### config.mk
export PLATFORM = sky130hd
export DESIGN_NAME = cc_completion_formatter_flat
export DESIGN_NICKNAME = d
export VERILOG_FILES = /design/src/rtl/cc_completion_formatter_if.sv /design/src/rtl/cc_completion_formatter.sv /design/src/flat_wrapper.sv
export SDC_FILE = /design/constraint.sdc
export NUM_CORES = 1
export LEC_CHECK = 0
export ABC_AREA = 1
export BUFFER_PORTS_ARGS = -buffer_cell sky130_fd_sc_hd__buf_2
export CAP_MARGIN = 20
export CORE_UTILIZATION = 50
export CTS_CLUSTER_SIZE = 28
export DETAILED_ROUTE_END_ITERATION = 12
export PLACE_DENSITY = 0.8
export SLEW_MARGIN = 20
export SYNTH_ARGS = -nofsm -noshare
export SYNTH_HDL_FRONTEND = slang
export SYNTH_SLANG_ARGS = --single-unit
### constraint.sdc
create_clock -name clk -period 8.1 [get_ports clk]
set_input_delay 1.62 -clock clk [delete_from_list [all_inputs] [get_ports clk]]
set_output_delay 1.62 -clock clk [all_outputs]
set_load 0.02 [all_outputs]
### src/rtl/cc_completion_formatter_if.sv
// -----------------------------------------------------------------------------
// cc_completion_formatter_if
//   AXI4-Stream Completer Completion (CC) bus between the completion formatter
//   and the PCIe hard IP.
//
//   tdata  : TLP beat (DATA_WIDTH bits)
//   tkeep  : DW-valid mask (DATA_WIDTH/32 bits)
//   tlast  : end of TLP
//   tuser  : 33-bit sideband
//   tvalid : beat valid (source -> sink)
//   tready : sink accepts beat (sink -> source)
//
//   master : the formatter (drives the beat, samples tready)
//   slave  : the hard IP side (samples the beat, drives tready)
// -----------------------------------------------------------------------------
interface cc_completion_formatter_if #(
  parameter int DATA_WIDTH = 256
);
  logic [DATA_WIDTH-1:0]    tdata;
  logic [DATA_WIDTH/32-1:0] tkeep;
  logic                     tlast;
  logic [32:0]              tuser;
  logic                     tvalid;
  logic                     tready;

  modport master (
    output tdata, tkeep, tlast, tuser, tvalid,
    input  tready
  );

  modport slave (
    input  tdata, tkeep, tlast, tuser, tvalid,
    output tready
  );
endinterface

### src/rtl/cc_completion_formatter.sv
// -----------------------------------------------------------------------------
// cc_completion_formatter
//   Buffers single-cycle completion requests from the register/DMA logic in a
//   small FIFO and emits each one as a single-beat 256-bit AXI4-Stream CC TLP:
//   3-DW completion descriptor in DW0-2, up to 4 DW of payload from DW3.
//
// Ports:
//   clk, rst_n          : core clock, asynchronous active-low reset
//   completer_id        : own Bus:Dev:Func, placed in descriptor DW2
//   cc_valid / cc_ready : request strobe / room available (registered full)
//   cc_requester_id, cc_tag, cc_tc, cc_lower_addr, cc_dword_count,
//   cc_status, cc_data  : completion fields captured on cc_valid && cc_ready
//   cc_last             : accepted and ignored (always single-beat)
//   m_axis_cc           : CC AXI4-Stream master (cc_completion_formatter_if)
//   overflow_err        : sticky, set when a request arrives while full
//
// Optional build macro:
//   CC_STATS_EN : adds cpl_sent_cnt / cpl_drop_cnt (16-bit, wrapping)
// -----------------------------------------------------------------------------
module cc_completion_formatter #(
  parameter int DATA_WIDTH = 256,
  parameter int FIFO_DEPTH = 4
) (
  input  logic                      clk,
  input  logic                      rst_n,
  input  logic [15:0]               completer_id,
  input  logic                      cc_valid,
  output logic                      cc_ready,
  input  logic [15:0]               cc_requester_id,
  input  logic [7:0]                cc_tag,
  input  logic [2:0]                cc_tc,
  input  logic [6:0]                cc_lower_addr,
  input  logic [10:0]               cc_dword_count,
  input  logic [2:0]                cc_status,
  input  logic [DATA_WIDTH/2-1:0]   cc_data,
  input  logic                      cc_last,
  cc_completion_formatter_if.master m_axis_cc,
  output logic                      overflow_err
`ifdef CC_STATS_EN
  ,
  output logic [15:0]               cpl_sent_cnt,
  output logic [15:0]               cpl_drop_cnt
`endif
);

  localparam int AW = $clog2(FIFO_DEPTH);
  localparam int KW = DATA_WIDTH / 32;

  typedef struct packed {
    logic [15:0]             requester_id;
    logic [7:0]              tag;
    logic [2:0]              tc;
    logic [6:0]              lower_addr;
    logic [10:0]             dword_count;
    logic [2:0]              status;
    logic [DATA_WIDTH/2-1:0] data;
  } cc_entry_t;

  cc_entry_t             mem [FIFO_DEPTH];
  cc_entry_t             head;
  logic [AW-1:0]         wr_ptr, rd_ptr;
  logic [AW:0]           fifo_count;
  logic [AW+1:0]         occupancy;
  logic                  push, drop, load, pop;

  logic                  out_valid;
  logic [DATA_WIDTH-1:0] out_data;
  logic [KW-1:0]         out_keep;
  logic                  out_last;

  logic                  sc;
  logic [10:0]           dw_field;
  logic [12:0]           byte_count;
  logic [2:0]            pay_cnt;
  logic [159:0]          payload;
  logic [DATA_WIDTH-1:0] nxt_tdata;
  logic [KW-1:0]         nxt_tkeep;

  logic                  unused_cc_last;
  assign unused_cc_last = cc_last;

  // Occupancy counts the output register as well, so FIFO_DEPTH bounds the
  // number of completions in flight. It is built from registers only: a pop in
  // the same cycle does not reopen the slot until the next cycle.
  assign occupancy = {1'b0, fifo_count} + (AW+2)'(out_valid);
  assign cc_ready  = occupancy < (AW+2)'(FIFO_DEPTH);

  assign push = cc_valid && cc_ready;
  assign drop = cc_valid && !cc_ready;
  assign load = !out_valid || m_axis_cc.tready;
  assign pop  = load && (fifo_count != '0);

  // NOTE: storage is not reset; only the pointers and count define which
  // entries are meaningful, so a reset on the array would only cost flops.
  always_ff @(posedge clk) begin
    if (push) begin
      mem[wr_ptr] <= '{requester_id: cc_requester_id, tag: cc_tag, tc: cc_tc,
                       lower_addr: cc_lower_addr, dword_count: cc_dword_count,
                       status: cc_status, data: cc_data};
    end
  end

  // NOTE: clocked state uses non-blocking assignments so every flop samples
  // the pre-edge values regardless of statement order.
  always_ff @(posedge clk or negedge rst_n) begin
    if (!rst_n) begin
      wr_ptr       <= '0;
      rd_ptr       <= '0;
      fifo_count   <= '0;
      overflow_err <= 1'b0;
    end else begin
      if (push) wr_ptr <= wr_ptr + 1'b1;
      if (pop)  rd_ptr <= rd_ptr + 1'b1;
      if (push && !pop)      fifo_count <= fifo_count + (AW+1)'(1);
      else if (!push && pop) fifo_count <= fifo_count - (AW+1)'(1);
      if (drop) overflow_err <= 1'b1;
    end
  end

  // Descriptor and payload formatting from the FIFO head.
  // NOTE: every variable gets a default at the top of the block so no path
  // leaves one unassigned, which would otherwise infer a latch.
  always_comb begin
    head       = mem[rd_ptr];
    sc         = (head.status == 3'b000);
    dw_field   = '0;
    byte_count = 13'd4;
    pay_cnt    = 3'd0;
    payload    = {32'h0, head.data};
    nxt_tkeep  = '0;

    if (sc) begin
      dw_field = head.dword_count;
      // dword_count 0 encodes 1024 DW; payload beyond 4 DW is not carried.
      if (head.dword_count == 11'd0) begin
        byte_count = 13'h1000;
        pay_cnt    = 3'd4;
      end else begin
        byte_count = {head.dword_count, 2'b00};
        pay_cnt    = (head.dword_count > 11'd4) ? 3'd4 : head.dword_count[2:0];
      end
    end

    for (int i = 0; i < 5; i++) begin
      if (i >= int'(pay_cnt)) payload[32*i +: 32] = 32'h0;
    end
    for (int i = 0; i < KW; i++) begin
      nxt_tkeep[i] = (i < 3 + int'(pay_cnt));
    end

    nxt_tdata = {payload,
                 // DW2: rsvd, attr, tc, completer_id_en, completer_id, tag
                 1'b0, 3'b000, head.tc, 1'b1, completer_id, head.tag,
                 // DW1: requester_id, rsvd, poison, status, dword_count
                 head.requester_id, 1'b0, 1'b0, head.status, dw_field,
                 // DW0: rsvd, byte_count, rsvd, AT, rsvd, lower_addr
                 3'b000, byte_count, 6'h00, 2'b00, 1'b0, head.lower_addr};
  end

  // Output register: holds the beat while stalled, refills from the head
  // whenever it is empty or its beat is being accepted.
  always_ff @(posedge clk or negedge rst_n) begin
    if (!rst_n) begin
      out_valid <= 1'b0;
      out_data  <= '0;
      out_keep  <= '0;
      out_last  <= 1'b0;
    end else if (load) begin
      out_valid <= pop;
      out_last  <= pop;
      out_data  <= pop ? nxt_tdata : '0;
      out_keep  <= pop ? nxt_tkeep : '0;
    end
  end

  assign m_axis_cc.tvalid = out_valid;
  assign m_axis_cc.tdata  = out_data;
  assign m_axis_cc.tkeep  = out_keep;
  assign m_axis_cc.tlast  = out_last;
  assign m_axis_cc.tuser  = '0;

`ifdef CC_STATS_EN
  always_ff @(posedge clk or negedge rst_n) begin
    if (!rst_n) begin
      cpl_sent_cnt <= '0;
      cpl_drop_cnt <= '0;
    end else begin
      if (out_valid && m_axis_cc.tready) cpl_sent_cnt <= cpl_sent_cnt + 16'd1;
      if (drop)                          cpl_drop_cnt <= cpl_drop_cnt + 16'd1;
    end
  end
`endif

endmodule
### src/flat_wrapper.sv
// flat-port wrapper written by rule: the top's interface ports become plain ports
module cc_completion_formatter_flat 
#(
  parameter int DATA_WIDTH = 256,
  parameter int FIFO_DEPTH = 4
)
  (clk, rst_n, completer_id, cc_valid, cc_ready, cc_requester_id, cc_tag, cc_tc, cc_lower_addr, cc_dword_count, cc_status, cc_data, cc_last, overflow_err, m_axis_cc_tdata, m_axis_cc_tkeep, m_axis_cc_tlast, m_axis_cc_tuser, m_axis_cc_tvalid, m_axis_cc_tready);
  cc_completion_formatter_if #(.DATA_WIDTH(DATA_WIDTH)) m_axis_cc_i ();
  input  logic clk;
  input  logic rst_n;
  input  logic [15:0] completer_id;
  input  logic cc_valid;
  output logic cc_ready;
  input  logic [15:0] cc_requester_id;
  input  logic [7:0] cc_tag;
  input  logic [2:0] cc_tc;
  input  logic [6:0] cc_lower_addr;
  input  logic [10:0] cc_dword_count;
  input  logic [2:0] cc_status;
  input  logic [DATA_WIDTH/2-1:0] cc_data;
  input  logic cc_last;
  output logic overflow_err;
  output wire logic [$bits(m_axis_cc_i.tdata)-1:0] m_axis_cc_tdata;
  output wire logic [$bits(m_axis_cc_i.tkeep)-1:0] m_axis_cc_tkeep;
  output wire logic [$bits(m_axis_cc_i.tlast)-1:0] m_axis_cc_tlast;
  output wire logic [$bits(m_axis_cc_i.tuser)-1:0] m_axis_cc_tuser;
  output wire logic [$bits(m_axis_cc_i.tvalid)-1:0] m_axis_cc_tvalid;
  input wire logic [$bits(m_axis_cc_i.tready)-1:0] m_axis_cc_tready;
  assign m_axis_cc_tdata = m_axis_cc_i.tdata;
  assign m_axis_cc_tkeep = m_axis_cc_i.tkeep;
  assign m_axis_cc_tlast = m_axis_cc_i.tlast;
  assign m_axis_cc_tuser = m_axis_cc_i.tuser;
  assign m_axis_cc_tvalid = m_axis_cc_i.tvalid;
  assign m_axis_cc_i.tready = m_axis_cc_tready;
  cc_completion_formatter #(.DATA_WIDTH(DATA_WIDTH), .FIFO_DEPTH(FIFO_DEPTH)) u_core (.clk(clk), .rst_n(rst_n), .completer_id(completer_id), .cc_valid(cc_valid), .cc_ready(cc_ready), .cc_requester_id(cc_requester_id), .cc_tag(cc_tag), .cc_tc(cc_tc), .cc_lower_addr(cc_lower_addr), .cc_dword_count(cc_dword_count), .cc_status(cc_status), .cc_data(cc_data), .cc_last(cc_last), .m_axis_cc(m_axis_cc_i), .overflow_err(overflow_err));
endmodule
==> impl_metrics.toml <==
[outcome]
status = "finished clean"

[route]
wl_met3_um = 6470
met1_length_um = 32400
route.met2.wl_um = 42600
top_layer_used = "met5"
drc = 0
via_per_inst = 5.46
wl_um = 84100
first_pass_iters = 7
antenna_left = 0
drt_iter0_drc = 2156
num_vias = 22900
wl_per_cell_um = 20.1

[sta]
finalSetupTns_ns = 0
hold_viol_final = 0
max_slew_margin_pct = 22.3
worstMarginPinSlew_ns = 1.17
setup_viol = 0
drv_slew = 0
holdWs_ns = 0.459
finClkSkew_ns = 0.0340
fmax_ghz = 0.216
fin_crit_sh_pct = 57.1
period_needed_ns = 4.62
rsz0062_at_grt = "false"

[logic_synthesis]
yosysMostFrequentCell = "edfxtp_1"
yosysSeqAreaShare_pct = 74.3
synth_edf_count = 704
synth.ff_latch_count = 921
ys.warnings.count = 0
synthesis.instances = 2791
ys.flop_type = "edfxtp_1"
synth_top_area_share_pct = 59.1
synth_cell_types = 38
ys_top_cells_by_area = "edfxtp_1, dfrtp_1, nand2_1, o21ai_0, nor2_1"
avgSynthCellArea_um2 = 12.8
synth_common_cells = "edfxtp_1, nand2_1, nor2_1, o21ai_0, dfrtp_1"
yosys.area.top_type = "edfxtp_1"
ys_async_sr_fraction_pct = 23.6
syn_area_um2 = 35800

[floorplan]
rows = 97
die_h_um = 269
initial_core_util_pct = 50.8
ioPinCount = 498
core_um2 = 70400
fp.dieW_um = 269
die-area_um2 = 72600

[worst_setup_path]
cp.arrival_ns = 5.18
cp_max_fo = 186
startpoint_type = "register"
ff2ff_setup_slack_ns = 3.48
cp-end-kind = "register"
cp.required_ns = 8.66
crit_type = "register to register"

[cts]
cts.sinks = 921
numCtsBuffers = 92
clock_path_buffers = 3
cts_hold_buf = 0
htreeDepth = 3
clk_pin_slew_ns = 0.06
cts_tree = "yes"
cts_root_buf = "clkbuf_16"
postCtsSetupRepairBufs = 0
cts.repair.resized = 0
clk_latency_ns = 0.64

[final_layout]
final_cells = 4185
area.sequential_um2 = 26600
area_delta_synth_final_pct = 15.8
fin_nets = 3353
n_fill_cell = 5289
multiInputGateArea_um2 = 7820
drive_gt1_share_pct = 20.0

[power_and_ir_drop]
power_density_nw_per_um2 = 366
p_int_uw = 9750
leakage_uw = 0.0167
p_sw_share_pct = 35.7
vdd_drop_max_v = 0.000317
p_sw_uw = 5410
seqPwrFrac_pct = 41.6
power_frac_clock_pct = 28.8
power_frac_comb_pct = 29.6

[grt]
grt_pass1_vias = 22800
grt_max_degree = 187
grt.overflow.total = 0
antenna_found_initial = 29
grt_first_pass_wirelength_um = 129000
grt_use_total_pct = 22.9

[place]
dp_cells = 3992
dp_hpwl_um = 45800
gp_congestion = 0.769
port_buffers = 411

[worst_hold_path]
min_path_type = "register to register"

[run]
cap_violations = 0
## cell families (layout without fill, tap and decap cells)
group | Yosys count | after routing | share of synthesized area (%)
AO/OA/AOI/OAI | 516 | 516 | 8.45
XOR/XNOR | 4 | 4 | 0.0980
AND/OR/NAND/NOR | 1010 | 1010 | 11.9
flip-flops | 921 | 921 | 74.3
other | 1 | 105 | 0.0105
adder cells (fa/ha/maj) | 10 | 10 | 0.371
buffers and inverters | 329 | 679 | 4.87
## per-stage QoR
step	total power (uW)	cell area, um2	utilization (%)	setup slack [ns]
floorplan	9580	36100	-	-1.68
global placement	10700	38200	54.2	3.52
detailed placement	10900	38200	54.2	3.46
CTS	15200	41400	58.8	3.31
global route	15900	41400	58.8	3.08
finish	15200	41400	58.8	3.48
## final cells by class
cell class,instances,area share (%)
Clock inverter,47,1.37
Antenna cell,20,0.121
Sequential cell,921,64.2
Multi-Input combinational cell,1625,18.9
Timing Repair Buffer,442,5.67
Clock buffer,126,6.31
Inverter,64,0.610
Tap cell,940,2.84
## final timing paths
kind                                      from                           to  depth (start not counted)
max reg2reg                   u_core.rd_ptr[0]  u_core.m_axis_cc.tdata[177]                         13
max in group asynchronous                rst_n  u_core.m_axis_cc.tdata[220]                          2
min                        u_core.overflow_err          u_core.overflow_err                          1
min in group asynchronous                rst_n  u_core.m_axis_cc.tdata[113]                          1
max                           u_core.rd_ptr[0]  u_core.m_axis_cc.tdata[177]                         13
min reg2reg                u_core.overflow_err          u_core.overflow_err                          1
## registers in the layout, summed over array words and instances, names as in the netlist
register                cells
u_core.fifo_count           3
u_core.m_axis_cc.tdata    204
u_core.m_axis_cc.tkeep      5
u_core.mem                704
u_core.overflow_err         1
u_core.rd_ptr               2
u_core.wr_ptr               2
## per-layer routing
layer,global-route usage [%],vias up
li1,-,10500
met4,10.1,16
met5,0,-
met3,4.42,162
met1,28.1,11200
met2,39.5,990
## power groups by stage
stage / Clock, uW / Sequential (uW) / Combinational, uW
2_1_floorplan: 0 / 6840 / 2730
4_1_cts: 4420 / 6300 / 4510
5_1_grt: 4610 / 6380 / 4910
3_3_place_gp: 0 / 6360 / 4370
3_5_place_dp: 0 / 6380 / 4470
6_report: 4360 / 6310 / 4490
## placed cells by master (no fill, tap or decap), types with 2 or more instances in the layout
master	synthesis	final
edfxtp_1	704	704
nand2_1	557	557
buf_2	40	410
nor2_1	267	262
o21ai_0	234	234
dfrtp_1	217	215
nand3_1	140	140
a21oi_1	132	132
clkbuf_16	0	95
conb_1	1	85
o22ai_1	64	64
inv_1	58	58
a32o_1	34	34
nand3_2	32	32
a221oi_1	32	32
buf_4	96	27
diode_2	0	20
clkbuf_1	100	19
a22o_1	16	16
clkinv_2	0	16
clkbuf_8	0	12
nor2_4	3	9
clkinv_1	1	9
ha_1	9	9
bufinv_16	0	9
clkinvlp_4	0	5
nand2_2	4	4
buf_12	3	4
inv_6	0	3
inv_2	4	3
xor2_1	3	3
clkinv_16	0	3
clkinv_4	0	3
nand2_4	2	2
nor3_1	2	2
dfrtp_4	0	2
## worst max-delay path: stages, from the launching register on
cell	delay (ns)
dfrtp_4	0.70
buf_12	0.31
nand2_1	0.20
nand3_1	0.09
nand2_1	0.16
nand3_2	0.17
inv_2	0.66
nand3_1	0.30
ha_1	0.29
nor3_1	0.28
nand3_2	0.12
nand2_2	0.64
nand2_1	0.14
nand2_1	0.13
Power figures use the tool's default switching activity.
